==> config.mk <==
export PLATFORM = sky130hd
export DESIGN_NAME = seatbelt_reminder
export DESIGN_NICKNAME = d
export VERILOG_FILES = /design/src/rtl/seatbelt_reminder.sv
export SDC_FILE = /design/constraint.sdc
export NUM_CORES = 1
export LEC_CHECK = 0
export CAP_MARGIN = 15
export CORE_MARGIN = 4
export CORE_UTILIZATION = 27
export DETAILED_ROUTE_END_ITERATION = 16
export DONT_BUFFER_PORTS = 1
export GPL_ROUTABILITY_DRIVEN = 0
export PLACE_DENSITY = 0.52
export SYNTH_ARGS = -nofsm -noshare
export SYNTH_HDL_FRONTEND = slang
export SYNTH_SLANG_ARGS = --single-unit
==> constraint.sdc <==
create_clock -name clk -period 1.85 [get_ports clk]
set_clock_uncertainty 0.15 [all_clocks]
set_input_delay 0.37 -clock clk [delete_from_list [all_inputs] [get_ports clk]]
set_output_delay 0.37 -clock clk [all_outputs]
set_load 0.02 [all_outputs]
==> src/rtl/seatbelt_reminder.sv <==
// -----------------------------------------------------------------------------
// seatbelt_reminder
//   Seatbelt warning controller. When the vehicle is running and any seat is
//   in violation, it runs a chime phase: a solid light plus the chime. It then
//   drops to a blink phase with the light only. A new violation that appears
//   during blink or chime starts a fresh chime phase.
//
//   Violation vector: v[0] = ~belt[0] (the driver always counts as present),
//                     v[i] = occ[i] & ~belt[i] for i >= 1.
//
// Handshake / timing: there is no valid/ready handshake. The inputs are level
//   signals sampled on every rising clk edge. Every output is a flop, so an
//   input change shows up on the outputs exactly one clock later.
//
// Ports
//   clk        system clock, rising edge
//   reset      synchronous, active-high reset
//   ignition   1 = vehicle running, 0 = idle
//   belt       per-seat buckled flags (bit 0 = driver)
//   occ        per-seat occupied flags (bit 0 ignored)
//   sbl        seatbelt warning light
//   chime      audible chime enable
//   unbelted   per-seat violation indicator
//   dbg_state  current FSM state (0 IDLE, 1 OK, 2 CHIME, 3 BLINK)
// -----------------------------------------------------------------------------
module seatbelt_reminder #(
  parameter int NUM_SEATS    = 4,
  parameter int CHIME_CYCLES = 1000,
  parameter int BLINK_HALF   = 250
) (
  input  logic                 clk,
  input  logic                 reset,
  input  logic                 ignition,
  input  logic [NUM_SEATS-1:0] belt,
  input  logic [NUM_SEATS-1:0] occ,
  output logic                 sbl,
  output logic                 chime,
  output logic [NUM_SEATS-1:0] unbelted,
  output logic [1:0]           dbg_state
);

  localparam int CNT_MAX = (CHIME_CYCLES > BLINK_HALF) ? CHIME_CYCLES : BLINK_HALF;
  localparam int CNT_W   = $clog2(CNT_MAX) + 1;
  localparam logic [CNT_W-1:0] CHIME_LAST = CNT_W'(CHIME_CYCLES - 1);
  localparam logic [CNT_W-1:0] BLINK_LAST = CNT_W'(BLINK_HALF - 1);

  typedef enum logic [1:0] {
    ST_IDLE  = 2'd0,
    ST_OK    = 2'd1,
    ST_CHIME = 2'd2,
    ST_BLINK = 2'd3
  } state_t;

  state_t               state_q, state_d;
  logic [CNT_W-1:0]     cnt_q, cnt_d;
  logic [NUM_SEATS-1:0] prev_v_q, prev_v_d;
  logic                 sbl_q, sbl_d;
  logic                 chime_q, chime_d;
  logic [NUM_SEATS-1:0] unbelted_q, unbelted_d;

  logic [NUM_SEATS-1:0] occ_eff;
  logic [NUM_SEATS-1:0] v;
  logic                 any_v;
  logic                 rise_v;
  logic                 blink_toggle;

  always_comb begin
    // The driver seat is always treated as occupied.
    occ_eff      = {occ[NUM_SEATS-1:1], occ[0] | 1'b1};
    v            = occ_eff & ~belt;
    any_v        = |v;
    rise_v       = |(v & ~prev_v_q);

    state_d      = state_q;
    cnt_d        = cnt_q;
    prev_v_d     = v;
    blink_toggle = 1'b0;

    if (!ignition) begin
      // Clearing prev_v here means violations that are already present at
      // the next turn-on count as new and produce a full chime phase.
      state_d  = ST_IDLE;
      cnt_d    = '0;
      prev_v_d = '0;
    end else begin
      unique case (state_q)
        ST_IDLE: begin
          state_d = any_v ? ST_CHIME : ST_OK;
          cnt_d   = '0;
        end
        ST_OK: begin
          if (any_v) begin
            state_d = ST_CHIME;
            cnt_d   = '0;
          end
        end
        ST_CHIME: begin
          // Priority: violation cleared, then new violation, then expiry.
          if (!any_v) begin
            state_d = ST_OK;
            cnt_d   = '0;
          end else if (rise_v) begin
            cnt_d = '0;
          end else if (cnt_q == CHIME_LAST) begin
            state_d = ST_BLINK;
            cnt_d   = '0;
          end else begin
            cnt_d = cnt_q + CNT_W'(1);
          end
        end
        ST_BLINK: begin
          if (!any_v) begin
            state_d = ST_OK;
            cnt_d   = '0;
          end else if (rise_v) begin
            state_d = ST_CHIME;
            cnt_d   = '0;
          end else if (cnt_q == BLINK_LAST) begin
            // End of a half-period: flip the light and time the next half.
            blink_toggle = 1'b1;
            cnt_d        = '0;
          end else begin
            cnt_d = cnt_q + CNT_W'(1);
          end
        end
        default: begin
          state_d = ST_IDLE;
          cnt_d   = '0;
        end
      endcase
    end

    // The outputs follow the state being entered, which gives the
    // one-clock response.
    chime_d    = (state_d == ST_CHIME);
    unbelted_d = (state_d != ST_IDLE) ? v : '0;
    unique case (state_d)
      ST_CHIME: sbl_d = 1'b1;
      ST_BLINK: sbl_d = (state_q != ST_BLINK) ? 1'b1 : (sbl_q ^ blink_toggle);
      default:  sbl_d = 1'b0;
    endcase
  end

  always_ff @(posedge clk) begin
    if (reset) begin
      state_q    <= ST_IDLE;
      cnt_q      <= '0;
      prev_v_q   <= '0;
      sbl_q      <= 1'b0;
      chime_q    <= 1'b0;
      unbelted_q <= '0;
    end else begin
      state_q    <= state_d;
      cnt_q      <= cnt_d;
      prev_v_q   <= prev_v_d;
      sbl_q      <= sbl_d;
      chime_q    <= chime_d;
      unbelted_q <= unbelted_d;
    end
  end

  assign sbl       = sbl_q;
  assign chime     = chime_q;
  assign unbelted  = unbelted_q;
  assign dbg_state = state_q;

endmodule

# Word level (Yosys, flattened, before mapping)
# Index checks and enable logic that the tools add are counted.
[word_totals] ff_bits=23 in_bits=11 output_inout_bits=8
[op_classes] n_addsub=1 eq_ne=9 mux=24 bitwise=7 n_reduce_logical=6
[op_table] op="11-bit 2-to-1 mux" count=7
[op_table] op="11-bit one-hot mux with 4 select lines" count=1
[op_table] op="2-bit 2-to-1 mux" count=8
[op_table] op="11-bit by 1-bit adder with 11-bit output, second input constant" count=1
[op_table] op="11-bit by 10-bit == test with 1-bit output, second input constant" count=1
[op_table] op="11-bit by 8-bit == test with 1-bit output, second input constant" count=1
[op_table] op="4-bit bitwise AND" count=2
[op_table] op="2-bit == test, second input constant" count=4
[op_table] op="4-bit inverter" count=2
[op_table] op="2-bit one-hot mux with 4 select lines" count=1
[op_table] op="4-bit OR reduction" count=2
[op_table] op="1-bit 2-to-1 mux" count=6
[op_table] op="2-bit != test, second input constant" count=2
[op_table] op="2-bit OR reduction" count=2
[op_table] op="2-bit by 1-bit == test with 1-bit output, second input constant" count=1
[op_table] op="2-bit zero test" count=1
[op_table] op="1-bit inverter" count=2
[op_table] op="1-bit one-hot mux with 2 select lines" count=1
[op_table] op="2-bit nonzero test" count=1
[op_table] op="1-bit XOR" count=1

# Depth between registers and ports, before layout
# Gate-level depths: netlist (run 1).
[depth] ltp_word=11 ltp_mapped=8 mapped_depth_nobuf=7

# Worst setup path after synthesis (run 1)
# Ideal clock, no wire load.
[synth_path] kind="register -> register" from="register state_q[1] (netlist: dbg_state[1])" to="register cnt_q[7]" setup_time_ns=0.074 arrival_time_ns=1.781 required_time_ns=1.626 slack_ns=-0.155 stages_incl_launch_ff=7 n_path_buf=1 synth_period_minus_slack_ns=2.005 path_cell_list="dfxtp_1 -> o21ai_1 -> or4_4 -> a221oi_4 -> buf_6 -> nand3_1 -> a31oi_1"
[synth_between] elab_chain_cells=2
[synth_lines] element="from (decl)" line_no="54" source="state_t state_q, state_d;"
[synth_lines] element="from (signal assigned)" line_no="153" source="state_q <= state_d;"
[synth_lines] element="2-bit == test (tied with other cells)" line_no="86" source="unique case (state_q)"
[synth_lines] element="11-bit one-hot mux with 4 select lines or 2-bit != test (tied branches)"
[synth_lines] element="to (signal assigned)" line_no="154" source="cnt_q <= cnt_d;"
[synth_lines] element="to (decl)" line_no="55" source="logic [CNT_W-1:0] cnt_q, cnt_d;"
# Several ways; a longest one is shown, not always the timed one.
# A chain may end at the register's enable or synchronous reset.

# Worst setup path after layout (run 1)
# Ends and elaborated chain as after synthesis.

==> flow_summary_export.csv, run 1 <==
group,metric,value,unit
outcome,status,"complete, but fails checks",
outcome,violations,"negative setup slack",
timing,final.setup.worst_slack,-0.00403,ns
floorplanning,floorplan.initialDensity,28.4,%
synthesis,yosysWarnings,0,
cts,postCtsSetupBuffers,0,
synthesis,ys_seq_area_share,43.7,%
worst_setup_path,path_max_fanout,16,
synthesis,synth_compound_area_share,17.3,%
layout,drive_above_1_share,21.3,%
synthesis,synth_xor_area_share,2.49,%
worst_setup_path,crit_path_end_kind,"flip-flop",
place,placed_area,0.00122,mm2
worst_setup_path,worst_path_max_delay_cell,"or4_4",
cts,root_buffer,"clkbuf_8",
route,wl_per_cell,13.5,um
timing,period_needed,1.85,ns
pwr,switchingPower,0.215,mW
worst_setup_path,start_kind,"flip-flop",
cts,cts_tree,"yes",
layout,layout.nets,150,
cts,clkTransAtPathRegs,0.08,ns
worst_setup_path,crit_arrival,1.90,ns
layout,postLayoutCoreUtil,35.3,%
floorplanning,die_h,70.5,um
route,drc,0,
pwr,leakage,0.466,nW
layout,syn_to_final_growth,24.4,%
worst_setup_path,critical-path-max-stage-delay,0.54,ns
cts,clkLatencyLatePin,0.27,ns
global_routing,grt_start_max_net_pins,17,
synthesis,yosys_register_bits,23,
pwr,p_clk_share,35.7,%
timing,setup_viol,1,
floorplanning,row_count,22,
layout,final_area,0.00131,mm2
worst_setup_path,rr_worst_depth,6,
layout,antenna_cells,0,
timing,fmax,539,MHz
synthesis,synthSimpleGateAreaFrac,30.2,%
pwr,swShare,24.0,%
layout,stdcell_count,184,
floorplanning,ios,19,
timing,maxSlewViolCount,0,
place,post-place-ws,-0.103,ns
global_routing,grt_pass1_vias,941,
cts,cts.sinks,23,
place,hpwl,1860,um
timing,tns,-0.00403,ns
pwr,powerDensity,682,mW/mm2
synthesis,yosysUniqueCellTypes,30,
pwr,power.total,0.895,mW
worst_setup_path,r2r_slack,-0.004,ns
route,detail-route-antenna-nets,0,
timing,tightest_slew,0.476,ns
worst_setup_path,critical_path_class,"flip-flop to flip-flop",
pwr,comb_power_share,7.0,%
synthesis,syn_area,0.00105,mm2
route,via_count,945,
place,dp.cells,179,
timing,slew_headroom,68.3,%
timing,whs,0.0108,ns
route,viasPerCell,5.14,
job,maxCapViolCount,0,
route,wl,2490,um
synthesis,synth_top_family_by_area,"simple AND/OR/NAND/NOR gates",
worst_setup_path,critPathRequiredTime,1.90,ns
pwr,p_int,0.680,mW
timing,rsz0062_at_grt,"true",
global_routing,grt_pass1_wl,4410,um
cts,htree_levels,1,
cts,clk_path_buf_depth,2,
pwr,irDropWorstVdd,0.000366,V
layout,final_cell_mix,"20 x dfxtp_1, 16 x nor2_1, 11 x buf_4",
synthesis,syn_avg_cell_area,8.65,um2
hold_path,hold_class,"input port to flip-flop",
synthesis,netlist_instances,122,
floorplanning,die-area,0.00497,mm2
global_routing,grt_usage,10.8,%
synthesis,synth_fa_ha_area_share,2.37,%
place,io_buffers,0,
timing,hold_viol,0,
route,drt_iter0_markers,61,
floorplanning,core,0.00372,mm2
worst_setup_path,cp_cell_sequence,"o21ai_2 > or4_4 > a221oi_4 > buf_12 > a41oi_2 > a31oi_1",
cts,cts_buffers,3,
layout,final_common_cell,"dfxtp_1",
synthesis,synth_nets,135,
global_routing,grt-ovfl-total,0,
global_routing,antenna_found_initial,0,
worst_setup_path,worstSetupEndpoint,"cnt_q[7]",
pwr,p_seq_share,57.3,%
worst_setup_path,r2r-start,"dbg_state[1]",
floorplanning,dieWidth,70.5,um
worst_setup_path,r2r-end,"cnt_q[7]",
worst_setup_path,cp-startpoint,"dbg_state[1]",
route,drtPass1Iterations,4,
timing,fin_crit_sh,100,%
synthesis,synth.mux.area_fraction,0,%
## cell families (layout without fill, tap and decap cells)
kind of cell / after synthesis / count (layout)
compound gates: 25 / 25
xor+xnor: 3 / 3
simple gates: 60 / 60
flops: 23 / 23
fa+ha+maj: 2 / 2
buf+inv: 9 / 23
## repair_timing
action,4_1_cts,5_1_grt
gates resized for setup,4,5
hold buffers,0,1
hold endpoints to repair,0,1
pin swaps,0,3
setup endpoints to repair,4,10
cloned,0,0
## final cells by class
class / instances / area, um2
multi-input cells: 90 / 583
well taps: 48 / 60.1
repair buffers: 14 / 133
inverters: 5 / 18.8
fillers: 402 / 2400
flip-flops and latches: 23 / 472
clock buffers: 3 / 41.3
clock inverters: 1 / 5.00
## worst max-delay path, delay by kind of cell (launching register included)
| family | cells | cell delay (ns) |
|---|---|---|
| buf+inv | 1 | 0.18 |
| flops | 1 | 0.35 |
| compound gates | 4 | 0.56 |
| simple gates | 1 | 0.54 |
## worst min-delay path by stage
stage / from / cells past startpoint / slack, ns / end
after floorplan: belt[0] / 1 / 0.29 / prev_v_q[0]
after global routing: belt[0] / 1 / 0.001 / prev_v_q[0]
after global placement: belt[0] / 1 / 0.29 / prev_v_q[0]
after detailed placement: belt[0] / 1 / 0.30 / unbelted[0]
final: belt[0] / 1 / 0.01 / prev_v_q[0]
after CTS: belt[0] / 1 / 0.004 / unbelted[0]
## sequential cells by signal (all words and copies together), names as in the netlist
name       cells
chime          1
dbg_state      2
cnt_q         11
sbl            1
unbelted       4
prev_v_q       4
## per-layer routing
| layer | GRT usage [%] | wire, um | share of wire [%] |
|---|---|---|---|
| met1 | 14.1 | 1170 | 47 |
| met2 | 16.8 | 1130 | 45 |
| met3 | 3.17 | 157 | 6.3 |
| met4 | 3.83 | 31 | 1.2 |
| met5 | 0 | 0 | 0 |
## Yosys cell counts (all sizes together)
cell type / instances / share of area, %
inv: 5 / 1.8
a32oi: 3 / 2.5
or3: 1 / 0.59
or4: 1 / 1.1
nand2: 8 / 2.8
nor2b: 1 / 0.59
a31oi: 9 / 5.3
dfxtp: 23 / 44
nand3b: 5 / 3.6
a41oi: 2 / 1.7
nor4: 2 / 1.2
and2: 3 / 1.8
a21oi: 2 / 0.95
nand3: 4 / 1.9
clkbuf: 3 / 1.1
ha: 2 / 2.4
nand4: 3 / 1.8
buf: 1 / 1.1
a31o: 1 / 0.83
o21ai: 6 / 2.8
and3: 3 / 1.8
o211ai: 1 / 0.71
a221oi: 1 / 2.5
nor3: 5 / 2.4
nand2b: 5 / 3.0
nor3b: 3 / 2.1
xor2: 3 / 2.5
nor2: 16 / 5.7
## power groups by stage
stage | sequential (mW) | combinational, mW | clock, mW
2_1_floorplan | 0.529 | 0.0358 | 0
3_3_place_gp | 0.527 | 0.0597 | 0
3_5_place_dp | 0.527 | 0.0603 | 0
4_1_cts | 0.516 | 0.0612 | 0.335
5_1_grt | 0.514 | 0.0695 | 0.355
6_report | 0.513 | 0.0625 | 0.320
Power figures use the tool's default switching activity.
==> inputs of run 2 (changes only) <==
Settings changed: REMOVE_ABC_BUFFERS from default to 1.
==> run 2 against run 1 <==
Against the previous run: the run still ends with negative setup slack left; clock-buffer cell count stayed put; clock power rose by 2%; worst setup slack gained 0.00079 ns; combinational power rose by 1%; flip-flop and latch count unchanged; first-iteration DRC count decreased by 23%; sequential share of layout area shrank 1.4 points; power is 0.88% higher; die area stayed put; via count rose by 2.8%; critical path depth unchanged; cell count is 2.7% higher; critical path type unchanged; largest power group unchanged; highest routed layer unchanged.
==> flow_summary_export.csv, run 2 (same netlist as run 1, synthesis figures left out) <==
group,metric,value,unit
layout,layout.nets,155,
worst_setup_path,critical_path_class,"flip-flop to flip-flop",
cts,cts.sinks,23,
global_routing,antenna_found_initial,0,
timing,setup_viol,1,
timing,maxSlewViolCount,0,
floorplanning,ios,19,
worst_setup_path,crit_arrival,1.90,ns
pwr,switchingPower,0.220,mW
layout,final_cell_mix,"16 x nor2_1, 16 x dfxtp_1, 16 x buf_4",
global_routing,grt-ovfl-total,0,
route,wl_per_cell,13.5,um
worst_setup_path,start_kind,"flip-flop",
global_routing,grt_start_max_net_pins,16,
worst_setup_path,crit_path_end_kind,"flip-flop",
global_routing,grt_usage,10.5,%
pwr,p_clk_share,36.1,%
route,viasPerCell,5.14,
hold_path,hold_class,"input port to flip-flop",
pwr,powerDensity,657,mW/mm2
timing,final.setup.worst_slack,-0.00324,ns
cts,cts_tree,"yes",
place,io_buffers,0,
place,hpwl,1770,um
timing,tightest_slew,0.575,ns
cts,clk_path_buf_depth,2,
timing,hold_viol,0,
timing,rsz0062_at_grt,"true",
floorplanning,die_h,70.5,um
route,via_count,971,
worst_setup_path,path_max_fanout,8,
job,maxCapViolCount,0,
cts,clkTransAtPathRegs,0.09,ns
floorplanning,core,0.00372,mm2
route,detail-route-antenna-nets,0,
layout,largest-register,"cnt_q",
cts,clkLatencyLatePin,0.27,ns
cts,cts_buffers,3,
floorplanning,row_count,22,
layout,stdcell_count,189,
pwr,comb_power_share,7.0,%
timing,whs,0.125,ns
cts,htree_levels,1,
worst_setup_path,critPathRequiredTime,1.90,ns
outcome,status,"complete, but fails checks",
global_routing,grt_pass1_wl,4260,um
layout,antenna_cells,0,
timing,fin_crit_sh,100,%
pwr,swShare,24.4,%
layout,postLayoutCoreUtil,37.0,%
cts,root_buffer,"clkbuf_8",
pwr,leakage,0.496,nW
place,dp.cells,181,
floorplanning,die-area,0.00497,mm2
layout,largest_reg_flops,11,
pwr,power.total,0.903,mW
floorplanning,floorplan.initialDensity,28.4,%
route,wl,2550,um
layout,drive_above_1_share,29.8,%
route,drt_iter0_markers,47,
pwr,irDropWorstVdd,0.000431,V
timing,period_needed,1.85,ns
route,drc,0,
layout,syn_to_final_growth,30.2,%
route,drtPass1Iterations,4,
outcome,violations,"negative setup slack",
pwr,p_int,0.683,mW
timing,slew_headroom,61.7,%
floorplanning,dieWidth,70.5,um
timing,fmax,540,MHz
global_routing,grt_pass1_vias,937,
pwr,p_seq_share,56.9,%
[run 2: path summary, 6_finish.rpt]
check / startpoint / endpoint / slack, ns / cells after the start
setup / recovery: dbg_state[1] / cnt_q[7] / -0.003 / 6
hold / removal: occ[2] / prev_v_q[2] / 0.12 / 2
setup reg to reg: dbg_state[1] / cnt_q[7] / -0.003 / 6
hold reg to reg: cnt_q[0] / cnt_q[0] / 0.37 / 2
[run 2: worst max-delay path, stage by stage, from the launching register on]
cell and delay (ns):
dfxtp_2 0.34, o21ai_2 0.06, or4_4 0.54, a221oi_4 0.23
buf_6 0.18, a41oi_2 0.09, a31oi_1 0.19
[run 2: stage by stage]
stage,area [um2],setup WS [ns],TNS [ns]
after global placement,1220,-0.0901,-0.383
after CTS,1350,-0.0578,-0.304
final,1370,-0.00324,-0.00324
after global routing,1370,-0.0954,-0.395
after floorplan,1030,-0.205,-1.63
after detailed placement,1220,-0.149,-0.604
[run 2: area by class of cell]
class | count | area, um2
clock buffers | 3 | 41.3
clock inverters | 1 | 7.51
fillers | 395 | 2340
inverters | 5 | 18.8
multi-input cells | 90 | 619
flip-flops and latches | 23 | 474
well taps | 48 | 60.1
repair buffers | 19 | 153
[run 2: power groups by stage]
stage	Clock (mW)	Combinational [mW]	Sequential, mW
after floorplan	0	0.0319	0.529
after detailed placement	0	0.0576	0.528
after CTS	0.343	0.0683	0.516
after global routing	0.369	0.0690	0.515
after global placement	0	0.0563	0.527
final	0.326	0.0634	0.514
[run 2: what timing repair did]
action / CTS / global route
setup endpoints to repair: 8 / 11
buffers inserted: 2 / 2
cloned: 1 / 0
gates resized for setup: 10 / 13
endpoints found under the hold margin: 2 / 0
pin swaps: 7 / 8
hold buffers: 1 / 0
[run 2: per-layer routing]
metal,part of all wire [%],up-vias,track usage [%]
met4,0.51,0,1.28
li1,-,482,-
met5,0,-,0
met3,6.3,2,4.03
met1,42,467,13.2
met2,51,20,17.5
==> inputs of run 3 (changes only) <==
Settings changed: ABC_CLOCK_PERIOD_IN_PS from default to 1850.
==> results of run 3 <==
Same layout as run 2: the final DEF is identical, and so are final timing and power.
